[src/rtl/wb_port_mem_responder_if.sv]
// Port-arbiter access channel plus pipelined memory backend channel seen by
// wb_port_mem_responder; slave is the responder side, master the environment.
interface wb_port_mem_responder_if #(
    parameter int MEM_ADR_WIDTH = 24
);
    logic                     acc_i;
    logic                     we_i;
    logic [31:0]              adr_i;
    logic [31:0]              dat_i;
    logic [3:0]               sel_i;
    logic [3:0]               buf_width_i;
    logic                     ack_o;
    logic [31:0]              adr_o;
    logic [31:0]              dat_o;
    logic                     idle_o;
    logic                     mem_req_o;
    logic                     mem_we_o;
    logic [MEM_ADR_WIDTH-1:0] mem_adr_o;
    logic [31:0]              mem_dat_o;
    logic [3:0]               mem_sel_o;
    logic                     mem_gnt_i;
    logic                     mem_rvalid_i;
    logic [31:0]              mem_rdata_i;

    modport slave (
        input  acc_i, we_i, adr_i, dat_i, sel_i, buf_width_i,
        input  mem_gnt_i, mem_rvalid_i, mem_rdata_i,
        output ack_o, adr_o, dat_o, idle_o,
        output mem_req_o, mem_we_o, mem_adr_o, mem_dat_o, mem_sel_o
    );

    modport master (
        output acc_i, we_i, adr_i, dat_i, sel_i, buf_width_i,
        output mem_gnt_i, mem_rvalid_i, mem_rdata_i,
        input  ack_o, adr_o, dat_o, idle_o,
        input  mem_req_o, mem_we_o, mem_adr_o, mem_dat_o, mem_sel_o
    );
endinterface

[src/rtl/wb_port_mem_responder.sv]
// Executes one arbiter port access at a time against a pipelined req/gnt/rvalid
// memory: single-word writes, 2^bw word read bursts. MEM_RESPONDER_CWF_EN selects critical-word-first.
module wb_port_mem_responder #(
    parameter int MEM_ADR_WIDTH   = 24,
    parameter int MAX_BUF_WIDTH   = 8,
    parameter int MAX_OUTSTANDING = 4
) (
    input  logic                   sdram_clk,
    input  logic                   sdram_rst_n,
    wb_port_mem_responder_if.slave bus
);
    localparam int CNT_W = MAX_BUF_WIDTH + 1;
    localparam int OUT_W = $clog2(MAX_OUTSTANDING + 1);
    localparam logic [CNT_W-1:0] CNT_ONE = CNT_W'(1);
    localparam logic [OUT_W-1:0] OUT_ONE = OUT_W'(1);
    localparam logic [OUT_W-1:0] OUT_MAX = OUT_W'(MAX_OUTSTANDING);

    typedef enum logic [1:0] {
        IDLE  = 2'd0,
        WRITE = 2'd1,
        READ  = 2'd2,
        DONE  = 2'd3
    } state_t;

    state_t           state_r;
    logic [31:0]      adr_r;
    logic [3:0]       bw_r;
    logic [CNT_W-1:0] len_r;
    logic [CNT_W-1:0] iss_r;
    logic [CNT_W-1:0] rsp_r;
    logic [OUT_W-1:0] out_r;

    logic             gnt_fire_s;
    logic [CNT_W-1:0] iss_nx_s;
    logic [OUT_W-1:0] out_nx_s;
    logic             req_nx_s;
    logic [3:0]       bw_in_s;

    function automatic logic [3:0] clamp_bw(input logic [3:0] bw);
        if (bw > 4'(MAX_BUF_WIDTH)) begin
            return 4'(MAX_BUF_WIDTH);
        end else begin
            return bw;
        end
    endfunction

    // Word address of the k-th word of the aligned 2^bw block containing first_word.
    function automatic logic [29:0] burst_word(input logic [29:0] first_word,
                                               input logic [3:0] bw,
                                               input logic [CNT_W-1:0] k);
        logic [29:0] mask;
        logic [29:0] start;
        mask = (30'd1 << bw) - 30'd1;
`ifdef MEM_RESPONDER_CWF_EN
        start = first_word & mask;
`else
        start = 30'd0;
`endif
        return (first_word & ~mask) | ((start + 30'(k)) & mask);
    endfunction

    // Next issue/outstanding counts and whether another read request may go out.
    always_comb begin
        bw_in_s    = clamp_bw(bus.buf_width_i);
        gnt_fire_s = bus.mem_req_o & bus.mem_gnt_i;
        iss_nx_s   = iss_r + CNT_W'(gnt_fire_s);
        if (gnt_fire_s && !bus.mem_rvalid_i) begin
            out_nx_s = out_r + OUT_ONE;
        end else if (!gnt_fire_s && bus.mem_rvalid_i && (out_r != {OUT_W{1'b0}})) begin
            out_nx_s = out_r - OUT_ONE;
        end else begin
            out_nx_s = out_r;
        end
        req_nx_s = (iss_nx_s < len_r) && (out_nx_s < OUT_MAX);
    end

    // Access FSM with registered bus and backend outputs.
    always_ff @(posedge sdram_clk or negedge sdram_rst_n) begin
        if (!sdram_rst_n) begin
            state_r       <= IDLE;
            adr_r         <= 32'd0;
            bw_r          <= 4'd0;
            len_r         <= {CNT_W{1'b0}};
            iss_r         <= {CNT_W{1'b0}};
            rsp_r         <= {CNT_W{1'b0}};
            out_r         <= {OUT_W{1'b0}};
            bus.ack_o     <= 1'b0;
            bus.adr_o     <= 32'd0;
            bus.dat_o     <= 32'd0;
            bus.idle_o    <= 1'b1;
            bus.mem_req_o <= 1'b0;
            bus.mem_we_o  <= 1'b0;
            bus.mem_adr_o <= {MEM_ADR_WIDTH{1'b0}};
            bus.mem_dat_o <= 32'd0;
            bus.mem_sel_o <= 4'd0;
        end else begin
            bus.ack_o <= 1'b0;
            case (state_r)
                IDLE: begin
                    if (bus.acc_i) begin
                        adr_r         <= bus.adr_i;
                        bw_r          <= bw_in_s;
                        len_r         <= CNT_ONE << bw_in_s;
                        iss_r         <= {CNT_W{1'b0}};
                        rsp_r         <= {CNT_W{1'b0}};
                        out_r         <= {OUT_W{1'b0}};
                        bus.idle_o    <= 1'b0;
                        bus.mem_req_o <= 1'b1;
                        if (bus.we_i) begin
                            state_r       <= WRITE;
                            bus.mem_we_o  <= 1'b1;
                            bus.mem_adr_o <= bus.adr_i[MEM_ADR_WIDTH+1:2];
                            bus.mem_dat_o <= bus.dat_i;
                            bus.mem_sel_o <= bus.sel_i;
                        end else begin
                            state_r       <= READ;
                            bus.mem_we_o  <= 1'b0;
                            bus.mem_adr_o <= MEM_ADR_WIDTH'(burst_word(bus.adr_i[31:2], bw_in_s,
                                                                       {CNT_W{1'b0}}));
                            bus.mem_dat_o <= 32'd0;
                            bus.mem_sel_o <= 4'hf;
                        end
                    end
                end
                WRITE: begin
                    if (bus.mem_gnt_i) begin
                        bus.mem_req_o <= 1'b0;
                        bus.mem_we_o  <= 1'b0;
                        bus.ack_o     <= 1'b1;
                        bus.adr_o     <= adr_r;
                        state_r       <= DONE;
                    end
                end
                READ: begin
                    iss_r         <= iss_nx_s;
                    out_r         <= out_nx_s;
                    bus.mem_req_o <= req_nx_s;
                    bus.mem_adr_o <= MEM_ADR_WIDTH'(burst_word(adr_r[31:2], bw_r, iss_nx_s));
                    if (bus.mem_rvalid_i) begin
                        bus.ack_o <= 1'b1;
                        bus.dat_o <= bus.mem_rdata_i;
                        bus.adr_o <= {burst_word(adr_r[31:2], bw_r, rsp_r), 2'b00};
                        rsp_r     <= rsp_r + CNT_ONE;
                        if (rsp_r == (len_r - CNT_ONE)) begin
                            bus.mem_req_o <= 1'b0;
                            state_r       <= DONE;
                        end
                    end
                end
                DONE: begin
                    // Wait for the initiator to drop acc so a stale request cannot re-trigger.
                    if (!bus.acc_i) begin
                        bus.idle_o <= 1'b1;
                        state_r    <= IDLE;
                    end
                end
                default: begin
                    bus.mem_req_o <= 1'b0;
                    bus.mem_we_o  <= 1'b0;
                    bus.idle_o    <= 1'b1;
                    state_r       <= IDLE;
                end
            endcase
        end
    end
endmodule
[src/flat_wrapper.sv]
// flat-port wrapper written by rule: the top's interface ports become plain ports
module wb_port_mem_responder_flat 
#(
    parameter int MEM_ADR_WIDTH   = 24,
    parameter int MAX_BUF_WIDTH   = 8,
    parameter int MAX_OUTSTANDING = 4
)
  (sdram_clk, sdram_rst_n, bus_acc_i, bus_we_i, bus_adr_i, bus_dat_i, bus_sel_i, bus_buf_width_i, bus_mem_gnt_i, bus_mem_rvalid_i, bus_mem_rdata_i, bus_ack_o, bus_adr_o, bus_dat_o, bus_idle_o, bus_mem_req_o, bus_mem_we_o, bus_mem_adr_o, bus_mem_dat_o, bus_mem_sel_o);
  wb_port_mem_responder_if #(.MEM_ADR_WIDTH(MEM_ADR_WIDTH)) bus_i ();
  input  logic sdram_clk;
  input  logic sdram_rst_n;
  input wire logic [$bits(bus_i.acc_i)-1:0] bus_acc_i;
  input wire logic [$bits(bus_i.we_i)-1:0] bus_we_i;
  input wire logic [$bits(bus_i.adr_i)-1:0] bus_adr_i;
  input wire logic [$bits(bus_i.dat_i)-1:0] bus_dat_i;
  input wire logic [$bits(bus_i.sel_i)-1:0] bus_sel_i;
  input wire logic [$bits(bus_i.buf_width_i)-1:0] bus_buf_width_i;
  input wire logic [$bits(bus_i.mem_gnt_i)-1:0] bus_mem_gnt_i;
  input wire logic [$bits(bus_i.mem_rvalid_i)-1:0] bus_mem_rvalid_i;
  input wire logic [$bits(bus_i.mem_rdata_i)-1:0] bus_mem_rdata_i;
  output wire logic [$bits(bus_i.ack_o)-1:0] bus_ack_o;
  output wire logic [$bits(bus_i.adr_o)-1:0] bus_adr_o;
  output wire logic [$bits(bus_i.dat_o)-1:0] bus_dat_o;
  output wire logic [$bits(bus_i.idle_o)-1:0] bus_idle_o;
  output wire logic [$bits(bus_i.mem_req_o)-1:0] bus_mem_req_o;
  output wire logic [$bits(bus_i.mem_we_o)-1:0] bus_mem_we_o;
  output wire logic [$bits(bus_i.mem_adr_o)-1:0] bus_mem_adr_o;
  output wire logic [$bits(bus_i.mem_dat_o)-1:0] bus_mem_dat_o;
  output wire logic [$bits(bus_i.mem_sel_o)-1:0] bus_mem_sel_o;
  assign bus_i.acc_i = bus_acc_i;
  assign bus_i.we_i = bus_we_i;
  assign bus_i.adr_i = bus_adr_i;
  assign bus_i.dat_i = bus_dat_i;
  assign bus_i.sel_i = bus_sel_i;
  assign bus_i.buf_width_i = bus_buf_width_i;
  assign bus_i.mem_gnt_i = bus_mem_gnt_i;
  assign bus_i.mem_rvalid_i = bus_mem_rvalid_i;
  assign bus_i.mem_rdata_i = bus_mem_rdata_i;
  assign bus_ack_o = bus_i.ack_o;
  assign bus_adr_o = bus_i.adr_o;
  assign bus_dat_o = bus_i.dat_o;
  assign bus_idle_o = bus_i.idle_o;
  assign bus_mem_req_o = bus_i.mem_req_o;
  assign bus_mem_we_o = bus_i.mem_we_o;
  assign bus_mem_adr_o = bus_i.mem_adr_o;
  assign bus_mem_dat_o = bus_i.mem_dat_o;
  assign bus_mem_sel_o = bus_i.mem_sel_o;
  wb_port_mem_responder #(.MEM_ADR_WIDTH(MEM_ADR_WIDTH), .MAX_BUF_WIDTH(MAX_BUF_WIDTH), .MAX_OUTSTANDING(MAX_OUTSTANDING)) u_core (.sdram_clk(sdram_clk), .sdram_rst_n(sdram_rst_n), .bus(bus_i));
endmodule
[config.mk]
export PLATFORM = sky130hd
export DESIGN_NAME = wb_port_mem_responder_flat
export DESIGN_NICKNAME = d
export VERILOG_FILES = /design/src/rtl/wb_port_mem_responder_if.sv /design/src/rtl/wb_port_mem_responder.sv /design/src/flat_wrapper.sv
export SDC_FILE = /design/constraint.sdc
export NUM_CORES = 1
export LEC_CHECK = 0
export BUFFER_PORTS_ARGS = -buffer_cell sky130_fd_sc_hd__buf_2
export CORE_UTILIZATION = 47
export CTS_CLUSTER_SIZE = 20
export DETAILED_ROUTE_END_ITERATION = 6
export GPL_TIMING_DRIVEN = 0
export MAX_ROUTING_LAYER = met4
export PLACE_DENSITY = 0.76
export SYNTH_ARGS = -nofsm -noshare
export SYNTH_HDL_FRONTEND = slang
export SYNTH_SLANG_ARGS = --single-unit
[constraint.sdc]
create_clock -name sdram_clk -period 6.3 [get_ports sdram_clk]
set_input_delay 0 -clock sdram_clk [delete_from_list [all_inputs] [get_ports sdram_clk]]
set_output_delay 0 -clock sdram_clk [all_outputs]
set_load 0.03 [all_outputs]
==> results.yml <==
cells_and_area:
  design_area_um2: 12400
  seq_area_um2: 4910
  syn_to_final_growth_pct: 35.1
  drive_above_1_share_pct: 24.7
  multi_input_area_um2: 3910
  nFillCells: 1507
  final_cell_mix: "buf_2 (234), nand2_1 (205), dfrtp_1 (195)"
  layout_commonest_cell: "buf_2"
  nets: 1417
  fin_cells: 1560
global_route:
  grt_pass1_wl_mm: 46.4
  grt.total_usage_pct: 31.5
  grt_pass1_vias: 8655
  antenna_found_initial: 1
  grt_max_degree: 100
  grt_overflow: 0
route:
  wirelength_mm: 29.7
  wire_per_inst_um: 19.1
  avgViaCountPerCell: 5.54
  drc: 0
  via_count: 8643
  drtIter0Drc: 665
  ant_nets: 0
  firstDrtPassIters: 7
critical_path:
  r2r_start: "u_core.bus.mem_req_o"
  cpPeakStageDelay_ps: 420
  critPathBufInv: 1
  slowest_stage: "a2111oi_0"
  reg2reg_depth: 12
  r2r-end: "u_core.bus.mem_req_o"
  path_cells: "and2_1, clkbuf_1, ha_1, ha_1, and3_1, and3_1, nand3_1, xnor2_1, ha_1, a2111oi_0, nand4_1, o21ai_1"
  cp_max_fo: 5
  crit_top_cell: "ha_1"
  critPathTopFamily: "simple AND/OR/NAND/NOR gates"
  cp-start-kind: "flip-flop"
  worstSetupPathDepth: 12
  end_kind: "flip-flop"
  worstPathRequired_ps: 6670
  cp.arrival_ps: 3660
  ff2ff_setup_slack_ps: 3010
  worstSetupPathType: "flip-flop to flip-flop"
logic_synthesis:
  seq_area_frac_synth_pct: 53.5
  netlist_area_um2: 9170
  syn-instance-count: 924
  ys_types: 62
  synth-warning-count: 0
  synthesis.nets: 1055
  synth_area_per_cell_um2: 9.93
  async_flop_share_pct: 100
  synth_ff_type: "dfrtp_1"
  ys_ff_latch: 196
  synth_edf_count: 0
place:
  dp_slack_ps: 3090
  place_inst: 1419
  dpl.hpwl_mm: 20.3
  dpl_cell_area_um2: 10700
  port_buffers: 234
  gp_congestion: 0.945
sta:
  fin_crit_sh_pct: 52.2
  tightest_slew_ps: 993
  slew_violations: 0
  fin_skew_ps: 12.7
  hold_viol: 0
  fmax_mhz: 304
  setup_viol: 0
  rsz0062_at_grt: "false"
  slew_headroom_pct: 33.5
  worst_slack_ps: 3010
  period_needed_ps: 3290
  fin_setup_tns_ps: 0
clocking:
  clkLatencyLatePin_ps: 440
  clock-sinks: 196
  ctsHtreeMaxLevel: 4
  post_cts.repair.setup_buffers: 0
  cts.clk_slew.worst_paths_ps: 80
  cts_tree: "done"
  cts_root_buffer: "clkbuf_16"
  cts.path.max_buffers: 2
  cts_buffers: 17
run_status:
  status: "finished, final reports clean"
floorplan:
  rows: 50
  fp.dieW_um: 142
  core_region_area_um2: 18900
  dieArea_um2: 20100
  start_util_pct: 48.5
  dieHeight_um: 142
  ios: 238
worst_hold_path:
  min_path_type: "primary input to flip-flop"
  holdPathStages: 3
  hold_path_startpoint: "bus_acc_i"
  hold_path_end: "u_core.rsp_r[2]"
power_and_ir_drop:
  power_leakage_nw: 6.12
  peakVddDrop_mv: 0.357
  pwr_density_cell_nw_per_um2: 546
  fin_total_pwr_mw: 6.77
run:
  maxCapViolations: 0
metrics by stage:
| stage | hold slack, ps | utilization [%] |
|---|---|---|
| 2_1_floorplan | -296 | - |
| 3_3_place_gp | 196 | 56.5 |
| 3_5_place_dp | 85.0 | 56.7 |
| 4_1_cts | 78.7 | 65.6 |
| 5_1_grt | 120 | 65.6 |
| 6_report | 85.7 | 65.6 |
synth_stat cells (all sizes together) (18+ instances only):
master	instances	area (um^2)
nand2	205	769
dfrtp	195	4880
o21ai	62	310
clkbuf	54	223
a21oi	46	230
nor2	45	171
mux2	38	428
a22o	37	324
inv	23	86.3
ha	21	263
nand3	20	100
xor2	18	158
how the worst max path moves through the flow:
| stage | from | end | slack (ps) |
|---|---|---|---|
| finish | u_core.bus.mem_req_o | u_core.bus.mem_req_o | 3010 |
| floorplan | u_core.bus.mem_req_o | u_core.bus.mem_req_o | 3380 |
| detailed placement | u_core.bus.mem_req_o | u_core.bus.mem_req_o | 3090 |
| global route | u_core.bus.mem_req_o | u_core.bus.mem_req_o | 2760 |
| CTS | u_core.bus.mem_req_o | u_core.bus.mem_req_o | 3030 |
| global placement | sdram_rst_n | u_core.bus.dat_o[14] | 1930 |
final cells by class:
cell class / count / share of cell area, %
sequential: 196 / 39.6
multi-input combinational: 644 / 31.6
timing repair buffer: 343 / 18.5
clock buffer: 17 / 3.43
tap: 260 / 2.63
buffer: 61 / 2.17
clock inverter: 15 / 1.41
inverter: 23 / 0.697
antenna: 1 / 0.0202
flip-flops by register name, indices dropped and copies added (netlist names):
signal                flops
u_core.iss_r              9
u_core.bus.dat_o         32
u_core.bus.adr_o         32
u_core.rsp_r              9
u_core.bus.ack_o          1
u_core.bus.mem_adr_o     24
u_core.bus.mem_req_o      1
u_core.adr_r             32
u_core.len_r              9
u_core.bus.mem_dat_o     32
u_core.bus.mem_we_o       1
u_core.out_r              3
u_core.bus.idle_o         1
u_core.bw_r               4
u_core.bus.mem_sel_o      4
u_core.state_r            2
cells by family after synthesis:
logic type | after synthesis | synth area share (%)
AOI/OAI and AO/OA | 202 | 14.5
adders and majority gates | 21 | 2.86
buffers and inverters | 84 | 3.87
and+or+nand+nor | 340 | 16.3
DFF | 196 | 53.5
xor gates and xnor gates | 28 | 2.67
muxes | 53 | 6.30
worst min-delay path: cells and delay by family:
kind / cells / cell delay (ps)
buffers and inverters: 1 / 190
AND/OR/NAND/NOR: 2 / 300
layer usage:
layer  vias to the layer above  GRT usage, %  wire [um]
met5                         -             -          0
met4                         0          13.5       1110
met3                        88          7.42       2440
met2                       459          50.0      14200
met1                      4182          38.7      12000
li1                       3914             -          -
power breakdown:
part           internal (mW)  switching (mW)  leakage [nW]  total, mW
Sequential              1.81           0.355          2.47       2.16
Combinational           1.17            2.33          3.36       3.50
Clock                  0.570           0.541         0.292       1.11
repair_timing:
item | CTS | global route
hold endpoints to repair | 225 | 0
setup endpoints to repair | 0 | 0
gates resized for setup | 0 | 0
hold buffers | 108 | 0
Note: power is estimated with default switching activity, not from simulation.
